--- config.mk ---
export PLATFORM = sky130hd
export DESIGN_NAME = data_ram_master_flat
export DESIGN_NICKNAME = d
export VERILOG_FILES = /design/src/rtl/data_ram_master_if.sv /design/src/rtl/data_ram_master.sv /design/src/flat_wrapper.sv
export SDC_FILE = /design/constraint.sdc
export NUM_CORES = 1
export LEC_CHECK = 0
export CAP_MARGIN = 20
export CORE_MARGIN = 2
export CORE_UTILIZATION = 50
export DETAILED_ROUTE_END_ITERATION = 10
export DONT_BUFFER_PORTS = 1
export GPL_ROUTABILITY_DRIVEN = 1
export MAX_ROUTING_LAYER = met4
export PLACE_DENSITY_LB_ADDON = 0.25
export SYNTH_ARGS = -nofsm -noshare
export SYNTH_HDL_FRONTEND = slang
export SYNTH_SLANG_ARGS = --single-unit
--- constraint.sdc ---
create_clock -name clk -period 8.1 [get_ports clk]
set_input_delay 2.43 -clock clk [delete_from_list [all_inputs] [get_ports clk]]
set_output_delay 2.43 -clock clk [all_outputs]
set_load 0.01 [all_outputs]
--- src/rtl/data_ram_master_if.sv ---
// -----------------------------------------------------------------------------
// data_ram_master_if
//   Bundles the burst command channel, the write and read word streams, the
//   completion pulse and the data_ram port into one interface.
//   master : view used by data_ram_master (initiator of RAM traffic)
//   slave  : view used by the surrounding logic that issues commands, feeds
//            the write stream, drains the read stream and models the RAM.
//   Signals:
//     cmd_valid/cmd_ready/cmd_write/cmd_addr/cmd_len : burst command handshake
//     wr_valid/wr_ready/wr_data                      : write-stream words
//     rd_valid/rd_ready/rd_data/rd_last              : read-stream words
//     done                                           : burst-complete pulse
//     ram_addr/ram_data/ram_we/ram_dout              : data_ram port
// -----------------------------------------------------------------------------
interface data_ram_master_if #(
   parameter int DWIDTH     = 16,
   parameter int ADDR_WIDTH = 17,
   parameter int LEN_WIDTH  = 8
);
   logic                  cmd_valid;
   logic                  cmd_ready;
   logic                  cmd_write;
   logic [ADDR_WIDTH-1:0] cmd_addr;
   logic [LEN_WIDTH-1:0]  cmd_len;
   logic                  wr_valid;
   logic                  wr_ready;
   logic [DWIDTH-1:0]     wr_data;
   logic                  rd_valid;
   logic                  rd_ready;
   logic [DWIDTH-1:0]     rd_data;
   logic                  rd_last;
   logic                  done;
   logic [ADDR_WIDTH-1:0] ram_addr;
   logic [DWIDTH-1:0]     ram_data;
   logic                  ram_we;
   logic [DWIDTH-1:0]     ram_dout;

   modport master (
      input  cmd_valid, cmd_write, cmd_addr, cmd_len,
      input  wr_valid, wr_data, rd_ready, ram_dout,
      output cmd_ready, wr_ready, rd_valid, rd_data, rd_last, done,
      output ram_addr, ram_data, ram_we
   );

   modport slave (
      output cmd_valid, cmd_write, cmd_addr, cmd_len,
      output wr_valid, wr_data, rd_ready, ram_dout,
      input  cmd_ready, wr_ready, rd_valid, rd_data, rd_last, done,
      input  ram_addr, ram_data, ram_we
   );
endinterface

--- src/rtl/data_ram_master.sv ---
// -----------------------------------------------------------------------------
// data_ram_master
//   Initiator side of data_ram. Accepts one burst command at a time and either
//   streams words into the RAM (write burst) or streams them out (read burst).
//   The RAM returns read data one cycle after the address is presented; a
//   2-entry FIFO absorbs that latency so the read stream can run at one word
//   per cycle and stall without losing words.
//   Ports:
//     clk   : rising-edge clock
//     rst_n : synchronous active-low reset (also gates ram_we combinationally)
//     bus   : data_ram_master_if.master (command, streams, done, RAM port)
// -----------------------------------------------------------------------------
module data_ram_master #(
   parameter int DWIDTH     = 16,
   parameter int ADDR_WIDTH = 17,
   parameter int LEN_WIDTH  = 8
) (
   input logic              clk,
   input logic              rst_n,
   data_ram_master_if.master bus
);

   typedef enum logic [1:0] {
      IDLE   = 2'd0,
      WRITE  = 2'd1,
      READ   = 2'd2,
      FINISH = 2'd3
   } state_t;

   localparam logic [LEN_WIDTH-1:0]  LEN_ZERO  = {LEN_WIDTH{1'b0}};
   localparam logic [LEN_WIDTH-1:0]  LEN_ONE   = {{(LEN_WIDTH-1){1'b0}}, 1'b1};
   localparam logic [ADDR_WIDTH-1:0] ADDR_ZERO = {ADDR_WIDTH{1'b0}};
   localparam logic [ADDR_WIDTH-1:0] ADDR_ONE  = {{(ADDR_WIDTH-1){1'b0}}, 1'b1};
   localparam logic [DWIDTH-1:0]     DATA_ZERO = {DWIDTH{1'b0}};

   state_t                state_r;
   state_t                state_nxt_s;
   logic [ADDR_WIDTH-1:0] addr_r;        // next RAM address to write / issue
   logic [LEN_WIDTH-1:0]  issue_rem_r;   // read addresses still to issue
   logic [LEN_WIDTH-1:0]  deliv_rem_r;   // words still to write / pop
   logic                  inflight_r;    // a read was issued last cycle
   logic [DWIDTH-1:0]     buf_r [2];
   logic                  wr_ptr_r;
   logic                  rd_ptr_r;
   logic [1:0]            count_r;

   logic                  cmd_acc_s;
   logic                  acc_issue_s;
   logic                  wr_acc_s;
   logic                  rd_valid_s;
   logic                  pop_s;
   logic                  issue_s;
   logic [2:0]            occ_s;

   // Handshake decode and read-issue throttling.
   always_comb begin
      cmd_acc_s   = (state_r == IDLE) && bus.cmd_valid;
      // The first read address goes out in the accept cycle itself so the
      // first word can be presented two cycles after the command.
      acc_issue_s = cmd_acc_s && !bus.cmd_write && (bus.cmd_len != LEN_ZERO);
      wr_acc_s    = (state_r == WRITE) && bus.wr_valid;
      rd_valid_s  = (count_r != 2'd0);
      pop_s       = rd_valid_s && bus.rd_ready;
      // Occupancy the FIFO will have once this cycle's pop and last cycle's
      // read have landed; a new issue must still leave room for its word.
      occ_s       = {1'b0, count_r} + {2'b00, inflight_r} - {2'b00, pop_s};
      issue_s     = (state_r == READ) && (issue_rem_r != LEN_ZERO) && (occ_s < 3'd2);
   end

   // Next-state logic.
   always_comb begin
      state_nxt_s = state_r;
      case (state_r)
         IDLE: begin
            if (cmd_acc_s) begin
               if (bus.cmd_len == LEN_ZERO) begin
                  state_nxt_s = FINISH;
               end else if (bus.cmd_write) begin
                  state_nxt_s = WRITE;
               end else begin
                  state_nxt_s = READ;
               end
            end else begin
               state_nxt_s = IDLE;
            end
         end
         WRITE: begin
            if (wr_acc_s && (deliv_rem_r == LEN_ONE)) begin
               state_nxt_s = FINISH;
            end else begin
               state_nxt_s = WRITE;
            end
         end
         READ: begin
            if (pop_s && (deliv_rem_r == LEN_ONE)) begin
               state_nxt_s = FINISH;
            end else begin
               state_nxt_s = READ;
            end
         end
         FINISH:  state_nxt_s = IDLE;
         default: state_nxt_s = IDLE;
      endcase
   end

   // State register.
   always_ff @(posedge clk) begin
      if (!rst_n) begin
         state_r <= IDLE;
      end else begin
         state_r <= state_nxt_s;
      end
   end

   // Address and length counters.
   always_ff @(posedge clk) begin
      if (!rst_n) begin
         addr_r      <= ADDR_ZERO;
         issue_rem_r <= LEN_ZERO;
         deliv_rem_r <= LEN_ZERO;
         inflight_r  <= 1'b0;
      end else begin
         inflight_r <= acc_issue_s || issue_s;
         case (state_r)
            IDLE: begin
               if (cmd_acc_s) begin
                  addr_r      <= acc_issue_s ? (bus.cmd_addr + ADDR_ONE) : bus.cmd_addr;
                  issue_rem_r <= acc_issue_s ? (bus.cmd_len - LEN_ONE) : bus.cmd_len;
                  deliv_rem_r <= bus.cmd_len;
               end
            end
            WRITE: begin
               if (wr_acc_s) begin
                  addr_r      <= addr_r + ADDR_ONE;
                  deliv_rem_r <= deliv_rem_r - LEN_ONE;
               end
            end
            READ: begin
               if (issue_s) begin
                  addr_r      <= addr_r + ADDR_ONE;
                  issue_rem_r <= issue_rem_r - LEN_ONE;
               end
               if (pop_s) begin
                  deliv_rem_r <= deliv_rem_r - LEN_ONE;
               end
            end
            default: begin
            end
         endcase
      end
   end

   // Two-entry read FIFO; ram_dout is captured the cycle after an issue.
   always_ff @(posedge clk) begin
      if (!rst_n) begin
         buf_r[0] <= DATA_ZERO;
         buf_r[1] <= DATA_ZERO;
         wr_ptr_r <= 1'b0;
         rd_ptr_r <= 1'b0;
         count_r  <= 2'd0;
      end else begin
         if (inflight_r) begin
            buf_r[wr_ptr_r] <= bus.ram_dout;
            wr_ptr_r        <= ~wr_ptr_r;
         end
         if (pop_s) begin
            rd_ptr_r <= ~rd_ptr_r;
         end
         count_r <= count_r + {1'b0, inflight_r} - {1'b0, pop_s};
      end
   end

   assign bus.cmd_ready = (state_r == IDLE);
   assign bus.wr_ready  = (state_r == WRITE);
   assign bus.rd_valid  = rd_valid_s;
   assign bus.rd_data   = buf_r[rd_ptr_r];
   assign bus.rd_last   = rd_valid_s && (deliv_rem_r == LEN_ONE);
   assign bus.done      = (state_r == FINISH);
   assign bus.ram_we    = rst_n && wr_acc_s;
   assign bus.ram_data  = (state_r == WRITE) ? bus.wr_data : DATA_ZERO;
   assign bus.ram_addr  = acc_issue_s ? bus.cmd_addr : addr_r;

endmodule

--- src/flat_wrapper.sv ---
// flat-port wrapper written by rule: the top's interface ports become plain ports
module data_ram_master_flat 
#(
   parameter int DWIDTH     = 16,
   parameter int ADDR_WIDTH = 17,
   parameter int LEN_WIDTH  = 8
)
  (clk, rst_n, bus_cmd_valid, bus_cmd_write, bus_cmd_addr, bus_cmd_len, bus_wr_valid, bus_wr_data, bus_rd_ready, bus_ram_dout, bus_cmd_ready, bus_wr_ready, bus_rd_valid, bus_rd_data, bus_rd_last, bus_done, bus_ram_addr, bus_ram_data, bus_ram_we);
  data_ram_master_if #(.DWIDTH(DWIDTH), .ADDR_WIDTH(ADDR_WIDTH), .LEN_WIDTH(LEN_WIDTH)) bus_i ();
  input logic clk;
  input logic rst_n;
  input wire logic [$bits(bus_i.cmd_valid)-1:0] bus_cmd_valid;
  input wire logic [$bits(bus_i.cmd_write)-1:0] bus_cmd_write;
  input wire logic [$bits(bus_i.cmd_addr)-1:0] bus_cmd_addr;
  input wire logic [$bits(bus_i.cmd_len)-1:0] bus_cmd_len;
  input wire logic [$bits(bus_i.wr_valid)-1:0] bus_wr_valid;
  input wire logic [$bits(bus_i.wr_data)-1:0] bus_wr_data;
  input wire logic [$bits(bus_i.rd_ready)-1:0] bus_rd_ready;
  input wire logic [$bits(bus_i.ram_dout)-1:0] bus_ram_dout;
  output wire logic [$bits(bus_i.cmd_ready)-1:0] bus_cmd_ready;
  output wire logic [$bits(bus_i.wr_ready)-1:0] bus_wr_ready;
  output wire logic [$bits(bus_i.rd_valid)-1:0] bus_rd_valid;
  output wire logic [$bits(bus_i.rd_data)-1:0] bus_rd_data;
  output wire logic [$bits(bus_i.rd_last)-1:0] bus_rd_last;
  output wire logic [$bits(bus_i.done)-1:0] bus_done;
  output wire logic [$bits(bus_i.ram_addr)-1:0] bus_ram_addr;
  output wire logic [$bits(bus_i.ram_data)-1:0] bus_ram_data;
  output wire logic [$bits(bus_i.ram_we)-1:0] bus_ram_we;
  assign bus_i.cmd_valid = bus_cmd_valid;
  assign bus_i.cmd_write = bus_cmd_write;
  assign bus_i.cmd_addr = bus_cmd_addr;
  assign bus_i.cmd_len = bus_cmd_len;
  assign bus_i.wr_valid = bus_wr_valid;
  assign bus_i.wr_data = bus_wr_data;
  assign bus_i.rd_ready = bus_rd_ready;
  assign bus_i.ram_dout = bus_ram_dout;
  assign bus_cmd_ready = bus_i.cmd_ready;
  assign bus_wr_ready = bus_i.wr_ready;
  assign bus_rd_valid = bus_i.rd_valid;
  assign bus_rd_data = bus_i.rd_data;
  assign bus_rd_last = bus_i.rd_last;
  assign bus_done = bus_i.done;
  assign bus_ram_addr = bus_i.ram_addr;
  assign bus_ram_data = bus_i.ram_data;
  assign bus_ram_we = bus_i.ram_we;
  data_ram_master #(.DWIDTH(DWIDTH), .ADDR_WIDTH(ADDR_WIDTH), .LEN_WIDTH(LEN_WIDTH)) u_core (.clk(clk), .rst_n(rst_n), .bus(bus_i));
endmodule
# Word-level counts from Yosys, hierarchy flattened
# Memories as Yosys holds them, arrays and structs flattened. A register that Yosys moved wholly into a read port is not among the register bits.
# Index checks and enable logic that the tools add are counted.
dict set report word_totals {
  reg_bits 40
  ram_bits 32
  output_inout_bits 55
  wordCells 83
  mem_count 1
}
dict set report op_classes {
  add_sub_neg 9
  n_lt_le_gt_ge 1
  n_eq_ne 8
  muxes 30
  bitwise 2
  reduce_logical 24
}
# memory depth width rd rd_ports_with_merged_regs write_ports line
set mem_list {}
lappend mem_list {u_core.buf_r 2 16 1 1 2 data_ram_master.sv:42} ;# logic [DWIDTH-1:0] buf_r [2];
# op n
set ops {}
lappend ops {{17-bit 2-to-1 mux} 5}
lappend ops {{17-bit one-hot mux with 3 select lines} 1}
lappend ops {{8-bit 2-to-1 mux} 6}
lappend ops {{17-bit by 1-bit adder with 17-bit output, second input constant} 2}
lappend ops {{16-bit 2-to-1 mux} 2}
lappend ops {{8-bit one-hot mux with 3 select lines} 1}
lappend ops {{8-bit by 1-bit subtractor with 8-bit output, second input constant} 3}
lappend ops {{8-bit one-hot mux with 2 select lines} 1}
lappend ops {{8-bit nonzero test} 2}
lappend ops {{16-bit OR reduction} 1}
lappend ops {{1-bit logical AND} 11}
lappend ops {{1-bit 2-to-1 mux} 9}
lappend ops {{8-bit by 1-bit equality test with 1-bit output, second input constant} 1}
lappend ops {{8-bit zero test} 1}
lappend ops {{2-bit 2-to-1 mux} 4}
lappend ops {{2-bit by 1-bit inequality test with 1-bit output, second input constant} 4}
lappend ops {{2-bit one-hot mux with 4 select lines} 1}
lappend ops {{4-bit AND reduction} 2}
lappend ops {{2-bit equality test, second input constant} 2}
lappend ops {{2-bit nonzero test} 2}
lappend ops {{2-bit by 1-bit adder with 3-bit output} 1}
lappend ops {{3-bit by 2-bit < comparator with 1-bit output, second input constant} 1}
lappend ops {{3-bit AND reduction} 1}
lappend ops {{3-bit nonzero test} 1}
lappend ops {{8 further kinds} 9}

# Depth between registers and ports, before layout
# Gate-level depths: netlist of the first run.
dict set report depth {
  depth_word 7
  mapped_depth 13
}

# Worst setup path after synthesis of the first run
# OpenSTA, ideal clock, no wires.
dict set report synth_timing {
  path_kind {input to output}
  from {input port bus_cmd_len[0]}
  to {output port bus_ram_addr[11]}
  arrival_time_ns 3.983
  setup_slack_ns 1.687
  stages 9
  path_cell_list {inv_1 -> ha_1 -> nor3b_1 -> a21o_1 -> buf_2 -> buf_2 -> buf_2 -> nand2_1 -> nand2_1}
}
dict set report synth_via {
  elab_chain_len 3
}
# element line
set synth_rtl {}
lappend synth_rtl {{start, declared} flat_wrapper.sv:15} ;# input wire logic [$bits(bus_i.cmd_len)-1:0] bus_cmd_len;
lappend synth_rtl {{8-bit nonzero test} data_ram_master.sv:60} ;# acc_issue_s = cmd_acc_s && !bus.cmd_write && (bus.cmd_len != LEN_ZERO);
lappend synth_rtl {{1-bit logical AND} data_ram_master.sv:60}
lappend synth_rtl {{17-bit 2-to-1 mux} data_ram_master.sv:181} ;# assign bus.ram_addr = acc_issue_s ? bus.cmd_addr : addr_r;
lappend synth_rtl {{end, declared} flat_wrapper.sv:26} ;# output wire logic [$bits(bus_i.ram_addr)-1:0] bus_ram_addr;
# Every way passes these cells.

# Worst setup path after layout of the first run
dict set report layout_timing {
  from {input port bus_cmd_len[0]}
  to {output port bus_ram_addr[8]}
}
# Same word-level chain as after synthesis.

==> out/results.tsv, run 1 <==
metric	value	unit
min-delay worst type	flop to flop	
Comb pwr share	0.403	
TritonCTS Buffers	9	
commonest non-fill, non-tap cell in the layout	nand2_1	
# placed instances	681	
post-CTS setup buffers	0	
worst slew pin tran	0.961	ns
die area	0.0105	mm2
FMAX	146	MHz
clk_skew	0.0125	ns
Routed Antenna Nets	0	
most frequent cells in the layout	93 x nand2_1, 53 x and2_1, 41 x dfxtp_1	
Mapped Area	0.00483	mm2
PwrDens	275	mW/mm2
core area	0.00933	mm2
global-route wire length before repair	19600	um
Top Ports	118	
Cells after Synth	585	
register area share after synthesis	0.369	
Hold Vio Cnt, Final	0	
Syn Area/Cell	8.26	um2
#FFs+latches synth	73	
pin count of the biggest net entering global routing	45	
Leakage	1.79	nW
CTS tree	yes	
Ys Warns	0	
HPWL Detailed	8660	um
Final GP Congestion	0.908	
initial antenna violation count	0	
CP Class	primary input to primary output	
number of vias per cell	6.22	
Distinct cells, synth	64	
crit end category	primary output	
DR pass1 iterations	5	
Hold Buf Count CTS	0	
Die X	102	um
status	completed	
Clock Pin Slew Worst Setup and Hold Paths	0.08	ns
DR WL/cell	17.7	um
post-CTS resize count	0	
max_cap viols	0	
WP data required	5.67	ns
routed wire length	12400	um
top cell type's share of synthesized area	0.199	
Final Critical Period	6.83	ns
root buffer cell	clkbuf_8	
number of synthesized flops with an enable pin	32	
height of the chip	102	um
Antenna Cells	0	
Worst Path Arrival	4.40	ns
fin crit share	0.843	
R2R depth	10	
synthesized net count	662	
RSZ-0062 raised after global routing	false	
utilization after layout	0.543	
Setup TNS	0	ns
starting density of the core	0.518	
sequential group share of total power	0.399	
Port Buffers	0	
count of final setup violators	0	
crit-path max cell delay	0.79	ns
most frequent CP cell	nand2_1	
worst hold start	u_core.deliv_rem_r[1]	
drt initial violations	187	
Final Max Tran Viols	0	
WHS Path Cells	2	
Synth area leaders	edfxtp_1 20%, dfxtp_1 17%, nand2_1 7.2%	
Post-route DRC	0	
Longest Clk Path Bufs	2	
worst path cell trace	inv_1 > ha_1 > nor3b_1 > a21o_1 > nand2_1 > nand2_1	
CTS HTree Levels	3	
Rel. slew slack	0.358	
worst r2r src	u_core.count_r[1]	
CP max-delay cell	a21o_1	
FP Rows	35	
Clock power frac	0.198	
Primary FF master, synth	dfxtp_1	
vias in the first global route	4015	
NetSw	0.000607	W
clk_lat worst skew	0.36	ns
asr flop ratio synth	0	
GRT Util Overall	0.245	
final std cells w/o fill	697	
Max rail drop VDD	0.114	mV
via count	4338	
CP Launch Type	primary input	
switch share	0.436	
CTS sink cnt	73	
GR Overflow Total	0	
Crit Path Max Fanout	27	
internal power	0.000786	W
fill cell count	893	
share of layout cells above drive strength 1	0.0845	
Layout Area Growth over Synthesis	4.74	%
CP Launch Point	bus_cmd_len[0]	
Synth area leader	edfxtp_1	
Nets	640	
-- synth_stat cells (8+ instances only) --
cell type / n
xnor2_1: 9
clkbuf_1: 30
dfxtp_1: 41
ha_1: 13
edfxtp_1: 32
a211oi_1: 14
nor3_1: 13
nor2_1: 24
o21ai_0: 27
xor2_1: 8
mux2_2: 16
and2_1: 53
a21oi_1: 34
nand2_1: 93
nand4_1: 14
nand3_1: 26
inv_1: 19
nor4_1: 10
-- power by group through the flow --
| stage | combinational (W) | clock (W) | sequential, W |
|---|---|---|---|
| global placement | 0.000546 | 0 | 0.000559 |
| CTS | 0.000561 | 0.000279 | 0.000553 |
| global route | 0.000634 | 0.000292 | 0.000567 |
| finish | 0.000562 | 0.000275 | 0.000556 |
| detailed placement | 0.000558 | 0 | 0.000561 |
| floorplan | 0.000474 | 0 | 0.000528 |
-- metal layers --
layer | global-route usage | routed length [um]
met1 | 0.306 | 5280
met2 | 0.399 | 5880
met3 | 0.0492 | 952
met4 | 0.0800 | 242
met5 | - | 0
-- worst paths after layout --
kind / end / slack, ns
worst max register to register: u_core.addr_r[16] / 4.77
worst min-delay path: u_core.deliv_rem_r[1] / 0.48
worst min register to register: u_core.deliv_rem_r[1] / 0.48
worst max-delay path: bus_ram_addr[8] / 1.27
-- critical path, delay by kind of cell --
kind / cells / cell delay [ns]
buffers and inverters: 1 / 0.12
adders and majority gates: 1 / 0.22
and+or+nand+nor: 3 / 0.83
AOI/OAI and AO/OA: 1 / 0.79
-- state kept, by name, summed over array words and instances, names as in the netlist, named ones only --
register,cells
u_core.addr_r,17
u_core.rd_ptr_r,1
u_core.deliv_rem_r,8
u_core.buf_r,32
u_core.inflight_r,1
u_core.wr_ptr_r,1
u_core.count_r,2
u_core.issue_rem_r,8
u_core.state_r,2
-- kinds of logic after synthesis --
| logic type | after synthesis | synth area share |
|---|---|---|
| compound gates | 129 | 0.177 |
| flops | 73 | 0.369 |
| buf+inv | 58 | 0.0476 |
| simple gates | 278 | 0.300 |
| xor+xnor | 17 | 0.0308 |
| mux | 16 | 0.0373 |
| fa+ha+maj | 14 | 0.0378 |
-- area by class of cell --
type	count	area (um2)	share of cell area
clock buffer	9	124	0.0245
clock inverter	7	61.3	0.0121
inverter	20	75.1	0.0148
multi-input combinational	454	2820	0.557
sequential	73	1780	0.352
tap	129	161	0.0319
timing repair buffer	5	37.5	0.00742
-- per-stage QoR --
stage	hold WS [ns]	worst slack [ns]	power [W]	area, um2
2_1_floorplan	0.445	1.69	0.00100	4830
3_3_place_gp	0.457	1.53	0.00111	4880
3_5_place_dp	0.469	1.31	0.00112	4880
4_1_cts	0.479	1.29	0.00139	5060
5_1_grt	0.516	1.09	0.00149	5060
6_report	0.482	1.27	0.00139	5060
No activity file was read; power rests on OpenSTA's default activity.
==> inputs of run 2 (changes only) <==
clock period = 6.6 ns   (was 8.1 ns; I/O delays follow)
==> run 2 against run 1 <==
Critical path type unchanged. Power rose by 23%. Worst hold slack worse by 0.0018 ns. Largest power group unchanged. Via count is 1.2% higher. Worst setup slack got worse by 0.47 ns. Clock power up 22%. Critical endpoint is now bus_ram_addr[10]. Register-to-register slack got worse by 1.5 ns. Global-route usage up 0.24 points. Die area is the same. Final cell count grew 0.14%.
==> out/results.tsv, run 2 (synthesis results as in run 1) <==
metric	value	unit	change
clk_lat worst skew	0.35	ns	about the same
DR pass1 iterations	5		unchanged
pin count of the biggest net entering global routing	45		unchanged
HPWL Detailed	8690	um	+0.31%
share of layout cells above drive strength 1	0.0861		+0.00161
worst slew pin tran	0.899	ns	-0.0614 ns
Routed Antenna Nets	0		unchanged
CP Launch Type	primary input		
Post-route DRC	0		unchanged
CP Launch Point	bus_cmd_len[0]		
CTS tree	yes		
count of final setup violators	0		unchanged
worst r2r src	u_core.count_r[1]		
max FFs per register	32		unchanged
Layout Area Growth over Synthesis	4.89	%	
DR WL/cell	17.7	um	-0.32%
GRT Util Overall	0.247		+0.00241
core area	0.00933	mm2	unchanged
fin crit share	0.879		
Clock Pin Slew Worst Setup and Hold Paths	0.09	ns	about the same
RSZ-0062 raised after global routing	false		
post-CTS resize count	0		unchanged
global-route wire length before repair	19700	um	+0.45%
worst hold start	u_core.deliv_rem_r[1]		
status	completed		
starting density of the core	0.518		unchanged
Top Registers	u_core.buf_r: 32 flops, u_core.addr_r: 17 flops		
FMAX	172	MHz	
min-delay worst type	flop to flop		
PwrDens	337	mW/mm2	+23%
crit end category	primary output		
Port Buffers	0		unchanged
WP data required	4.62	ns	-1.05 ns
internal reg-to-reg setup slack	3.25	ns	-1.52 ns
crit-path max cell delay	0.71	ns	-0.08 ns
height of the chip	102	um	unchanged
via count	4391		+1.2%
Max rail drop VDD	0.167	mV	+46%
Crit Path Max Fanout	24		-11%
most frequent cells in the layout	93 x nand2_1, 53 x and2_1, 41 x dfxtp_1		
Setup TNS	0	ns	unchanged
hold slack	0.480	ns	-0.00179 ns
FP Rows	35		unchanged
clk_skew	0.00988	ns	-0.00261 ns
die area	0.0105	mm2	unchanged
CTS sink cnt	73		unchanged
Antenna Cells	0		unchanged
kind of cell adding the most delay to the critical path	simple AND/OR/NAND/NOR gates		
number of vias per cell	6.29		+1.1%
Biggest register	u_core.buf_r		
Final Max Tran Viols	0		unchanged
Longest Clk Path Bufs	2		unchanged
CTS HTree Levels	3		unchanged
Hold Vio Cnt, Final	0		unchanged
TritonCTS Buffers	9		unchanged
Nets	641		+0.16%
initial antenna violation count	0		unchanged
most frequent CP cell	nand2_1		
worst path bufs/invs	1		unchanged
vias in the first global route	3998		-0.42%
Rel. slew slack	0.397		+0.0386
drt initial violations	300		+60%
Worst Path Arrival	3.82	ns	-0.58 ns
Top Ports	118		unchanged
worst path cell trace	inv_1 > ha_1 > nor3b_1 > a21o_1 > nand2_1 > nand2_1		
routed wire length	12300	um	-0.18%
max_cap viols	0		unchanged
Final Critical Period	5.80	ns	
Die X	102	um	unchanged
Final GP Congestion	0.920		+1.3%
Hold Buf Count CTS	0		unchanged
commonest non-fill, non-tap cell in the layout	nand2_1		
GR Overflow Total	0		unchanged
root buffer cell	clkbuf_8		
post-CTS setup buffers	0		unchanged
final non-filler cell area	0.00507	mm2	+0.15%
Leakage	1.80	nW	+0.24%
CP Class	primary input to primary output		
CP max-delay cell	a21o_1		
Placed Area	0.00488	mm2	+0.15%
run 2: final timing paths:
path | end | cells past startpoint
worst min register to register | u_core.deliv_rem_r[1] | 2
worst max-delay path | bus_ram_addr[10] | 6
worst min-delay path | u_core.deliv_rem_r[1] | 2
worst max register to register | u_core.addr_r[16] | 10
run 2: metal layers:
layer / vias up / GRT usage / share of wire
li1: 2093 / - / -
met1: 2087 / 0.313 / 0.42
met3: 22 / 0.0383 / 0.065
met5: - / - / 0
met4: 0 / 0.0841 / 0.019
met2: 189 / 0.404 / 0.50
run 2: metrics by stage:
step	power, W	cells	worst slack [ns]	utilization
after detailed placement	0.00138	682	0.837	0.524
after CTS	0.00171	698	0.796	0.543
after floorplan	0.00123	585	1.09	-
final	0.00171	698	0.802	0.543
after global routing	0.00183	698	0.607	0.543
after global placement	0.00136	682	0.986	0.524
run 2: report_power, final:
group / total, W / leakage, nW / internal [W] / switching [W]
combinational: 0.000693 / 1.04 / 0.000249 / 0.000444
clock: 0.000335 / 0.0888 / 0.000144 / 0.000192
sequential: 0.000681 / 0.670 / 0.000574 / 0.000107
run 2: cell type report:
| cell class | count | area, um2 |
|---|---|---|
| inverters | 20 | 75.1 |
| flip-flops and latches | 73 | 1780 |
| multi-input cells | 454 | 2820 |
| clock inverters | 7 | 61.3 |
| fillers | 885 | 4260 |
| clock buffers | 9 | 124 |
| repair buffers | 6 | 45.0 |
| well taps | 129 | 161 |
run 2: worst reg2reg max path: cells and delay by family, from the launching register on:
| family | cells | cell delay, ns |
|---|---|---|
| adder cells (fa/ha/maj) | 2 | 0.60 |
| flip-flops | 1 | 0.33 |
| AO/OA/AOI/OAI | 3 | 1.04 |
| AND/OR/NAND/NOR | 5 | 1.31 |
==> inputs of run 3 (changes only) <==
CTS_BUF_LIST = sky130_fd_sc_hd__clkbuf_16   (was unset)
==> run 3 against run 2 <==
Clock-buffer cell count unchanged. Sequential share of layout area is 0.69 points lower. Via count rose by 0.43%. Critical path depth unchanged. Fmax decreased by 0.13%. Flip-flop and latch count unchanged. Highest routed layer unchanged. Worst hold slack worse by 0.0044 ns. Die area did not move. Clock skew down 0.0042 ns.
==> out/results.tsv, run 3 (synthesis results as in run 1) <==
metric	value	unit	change
DR WL/cell	18.0	um	+2.0%
PwrDens	357	mW/mm2	+6.0%
crit end category	primary output		
initial antenna violation count	0		unchanged
Layout Area Growth over Synthesis	6.99	%	
root buffer cell	clkbuf_16		
Hold Vio Cnt, Final	0		unchanged
Max rail drop VDD	0.169	mV	+1.3%
FMAX	172	MHz	-0.13%
fill cell count	870		-1.7%
CP Launch Type	primary input		
Longest Clk Path Bufs	2		unchanged
die area	0.0105	mm2	unchanged
TritonCTS Buffers	9		unchanged
WP data required	4.62	ns	about the same
status	completed		
# placed instances	682		unchanged
Die X	102	um	unchanged
Setup TNS	0	ns	unchanged
CTS HTree Levels	3		unchanged
R2R depth	10		unchanged
Post-route DRC	0		unchanged
final non-filler cell area	0.00517	mm2	+2.0%
HPWL Detailed	8690	um	unchanged
post-CTS setup buffers	0		unchanged
FP Rows	35		unchanged
via count	4410		+0.43%
max_cap viols	0		unchanged
GR Overflow Total	0		unchanged
Leakage	1.84	nW	+2.6%
GRT Util Overall	0.250		+0.00255
worst slew pin tran	0.912	ns	+0.0124 ns
global-route wire length before repair	19800	um	+0.42%
core area	0.00933	mm2	unchanged
Top Registers	u_core.buf_r: 32 flops, u_core.addr_r: 17 flops		
Crit Path Max Fanout	24		unchanged
min-delay worst type	flop to flop		
Placed Area	0.00488	mm2	unchanged
pin count of the biggest net entering global routing	45		unchanged
final std cells w/o fill	698		unchanged
vias in the first global route	3993		-0.13%
WHS Path Cells	2		unchanged
RR Endpoint	u_core.addr_r[16]		
Nets	641		unchanged
height of the chip	102	um	unchanged
drt initial violations	242		-19%
hold endpoint	u_core.deliv_rem_r[1]		
clk_skew	0.00564	ns	-0.00425 ns
worst path cell trace	inv_1 > ha_1 > nor3b_1 > a21o_1 > nand2_1 > nand2_1		
Final Critical Period	5.81	ns	+0.00778 ns
fin crit share	0.880		+0.00118
starting density of the core	0.518		unchanged
max FFs per register	32		unchanged
DR pass1 iterations	5		unchanged
CP max-delay cell	a21o_1		
worst hold start	u_core.deliv_rem_r[1]		
most frequent CP cell	nand2_1		
most frequent cells in the layout	93 x nand2_1, 53 x and2_1, 41 x dfxtp_1		
clk_lat worst skew	0.33	ns	-0.02 ns
Top Ports	118		unchanged
Final WS setup	0.794	ns	-0.00778 ns
utilization after layout	0.554		+0.0109
count of final setup violators	0		unchanged
share of layout cells above drive strength 1	0.0861		unchanged
RSZ-0062 raised after global routing	false		
CTS sink cnt	73		unchanged
Hold Buf Count CTS	0		unchanged
pre-CTS WS	0.837	ns	unchanged
Rel. slew slack	0.389		-0.00831
CP Class	primary input to primary output		
Antenna Cells	0		unchanged
commonest non-fill, non-tap cell in the layout	nand2_1		
Clock Pin Slew Worst Setup and Hold Paths	0.06	ns	-0.03 ns
CTS tree	yes		
Biggest register	u_core.buf_r		
Final GP Congestion	0.920		unchanged
number of vias per cell	6.32		+0.43%
post-CTS resize count	0		unchanged
worst r2r src	u_core.count_r[1]		
Worst Path Arrival	3.83	ns	about the same
routed wire length	12600	um	+2.0%
crit-path max cell delay	0.71	ns	about the same
Port Buffers	0		unchanged
Final Max Tran Viols	0		unchanged
Routed Antenna Nets	0		unchanged
internal reg-to-reg setup slack	3.25	ns	about the same
run 3: cell counts in the layout (fill, tap and decap cells not counted):
Identical to the previous run, type by type.
run 3: worst max-delay path by stage:
stage,start,endpoint,slack [ns],cells past startpoint
2_1_floorplan,bus_cmd_len[0],bus_ram_addr[11],1.09,9
3_3_place_gp,bus_cmd_len[0],bus_ram_addr[15],0.99,6
3_5_place_dp,bus_cmd_len[0],bus_ram_addr[10],0.84,6
4_1_cts,bus_cmd_len[0],bus_ram_addr[10],0.80,6
5_1_grt,bus_cmd_len[0],bus_ram_addr[10],0.61,6
6_report,bus_cmd_len[0],bus_ram_addr[10],0.79,6
run 3: power breakdown:
group          total, W  switching [W]  internal, W
clock network  0.000468       0.000206     0.000262
logic          0.000697       0.000448     0.000249
registers      0.000683       0.000108     0.000575
run 3: final cells by class:
class / count / area (um2) / share of cell area
inverters: 20 / 75.1 / 0.0145
well taps: 129 / 161 / 0.0312
clock inverters: 7 / 61.3 / 0.0119
multi-input cells: 454 / 2820 / 0.545
repair buffers: 6 / 45.0 / 0.00871
flip-flops and latches: 73 / 1780 / 0.345
clock buffers: 9 / 225 / 0.0436
run 3: per-stage QoR:
step	hold WS, ns	power (W)
floorplan	0.445	0.00123
global placement	0.457	0.00136
detailed placement	0.471	0.00138
CTS	0.478	0.00185
global route	0.499	0.00197
finish	0.476	0.00185
run 3: metal layers:
layer | routed length [um] | part of all wire | track usage
met5 | 0 | 0 | -
met4 | 237 | 0.019 | 0.0790
met3 | 919 | 0.073 | 0.0438
met2 | 6220 | 0.49 | 0.413
met1 | 5190 | 0.41 | 0.312
run 3: critical path, delay by kind of cell:
family                   cells  cell delay (ns)
buffers and inverters        1             0.11
adder cells (fa/ha/maj)      1             0.22
AND/OR/NAND/NOR              3             0.79
AO/OA/AOI/OAI                1             0.71
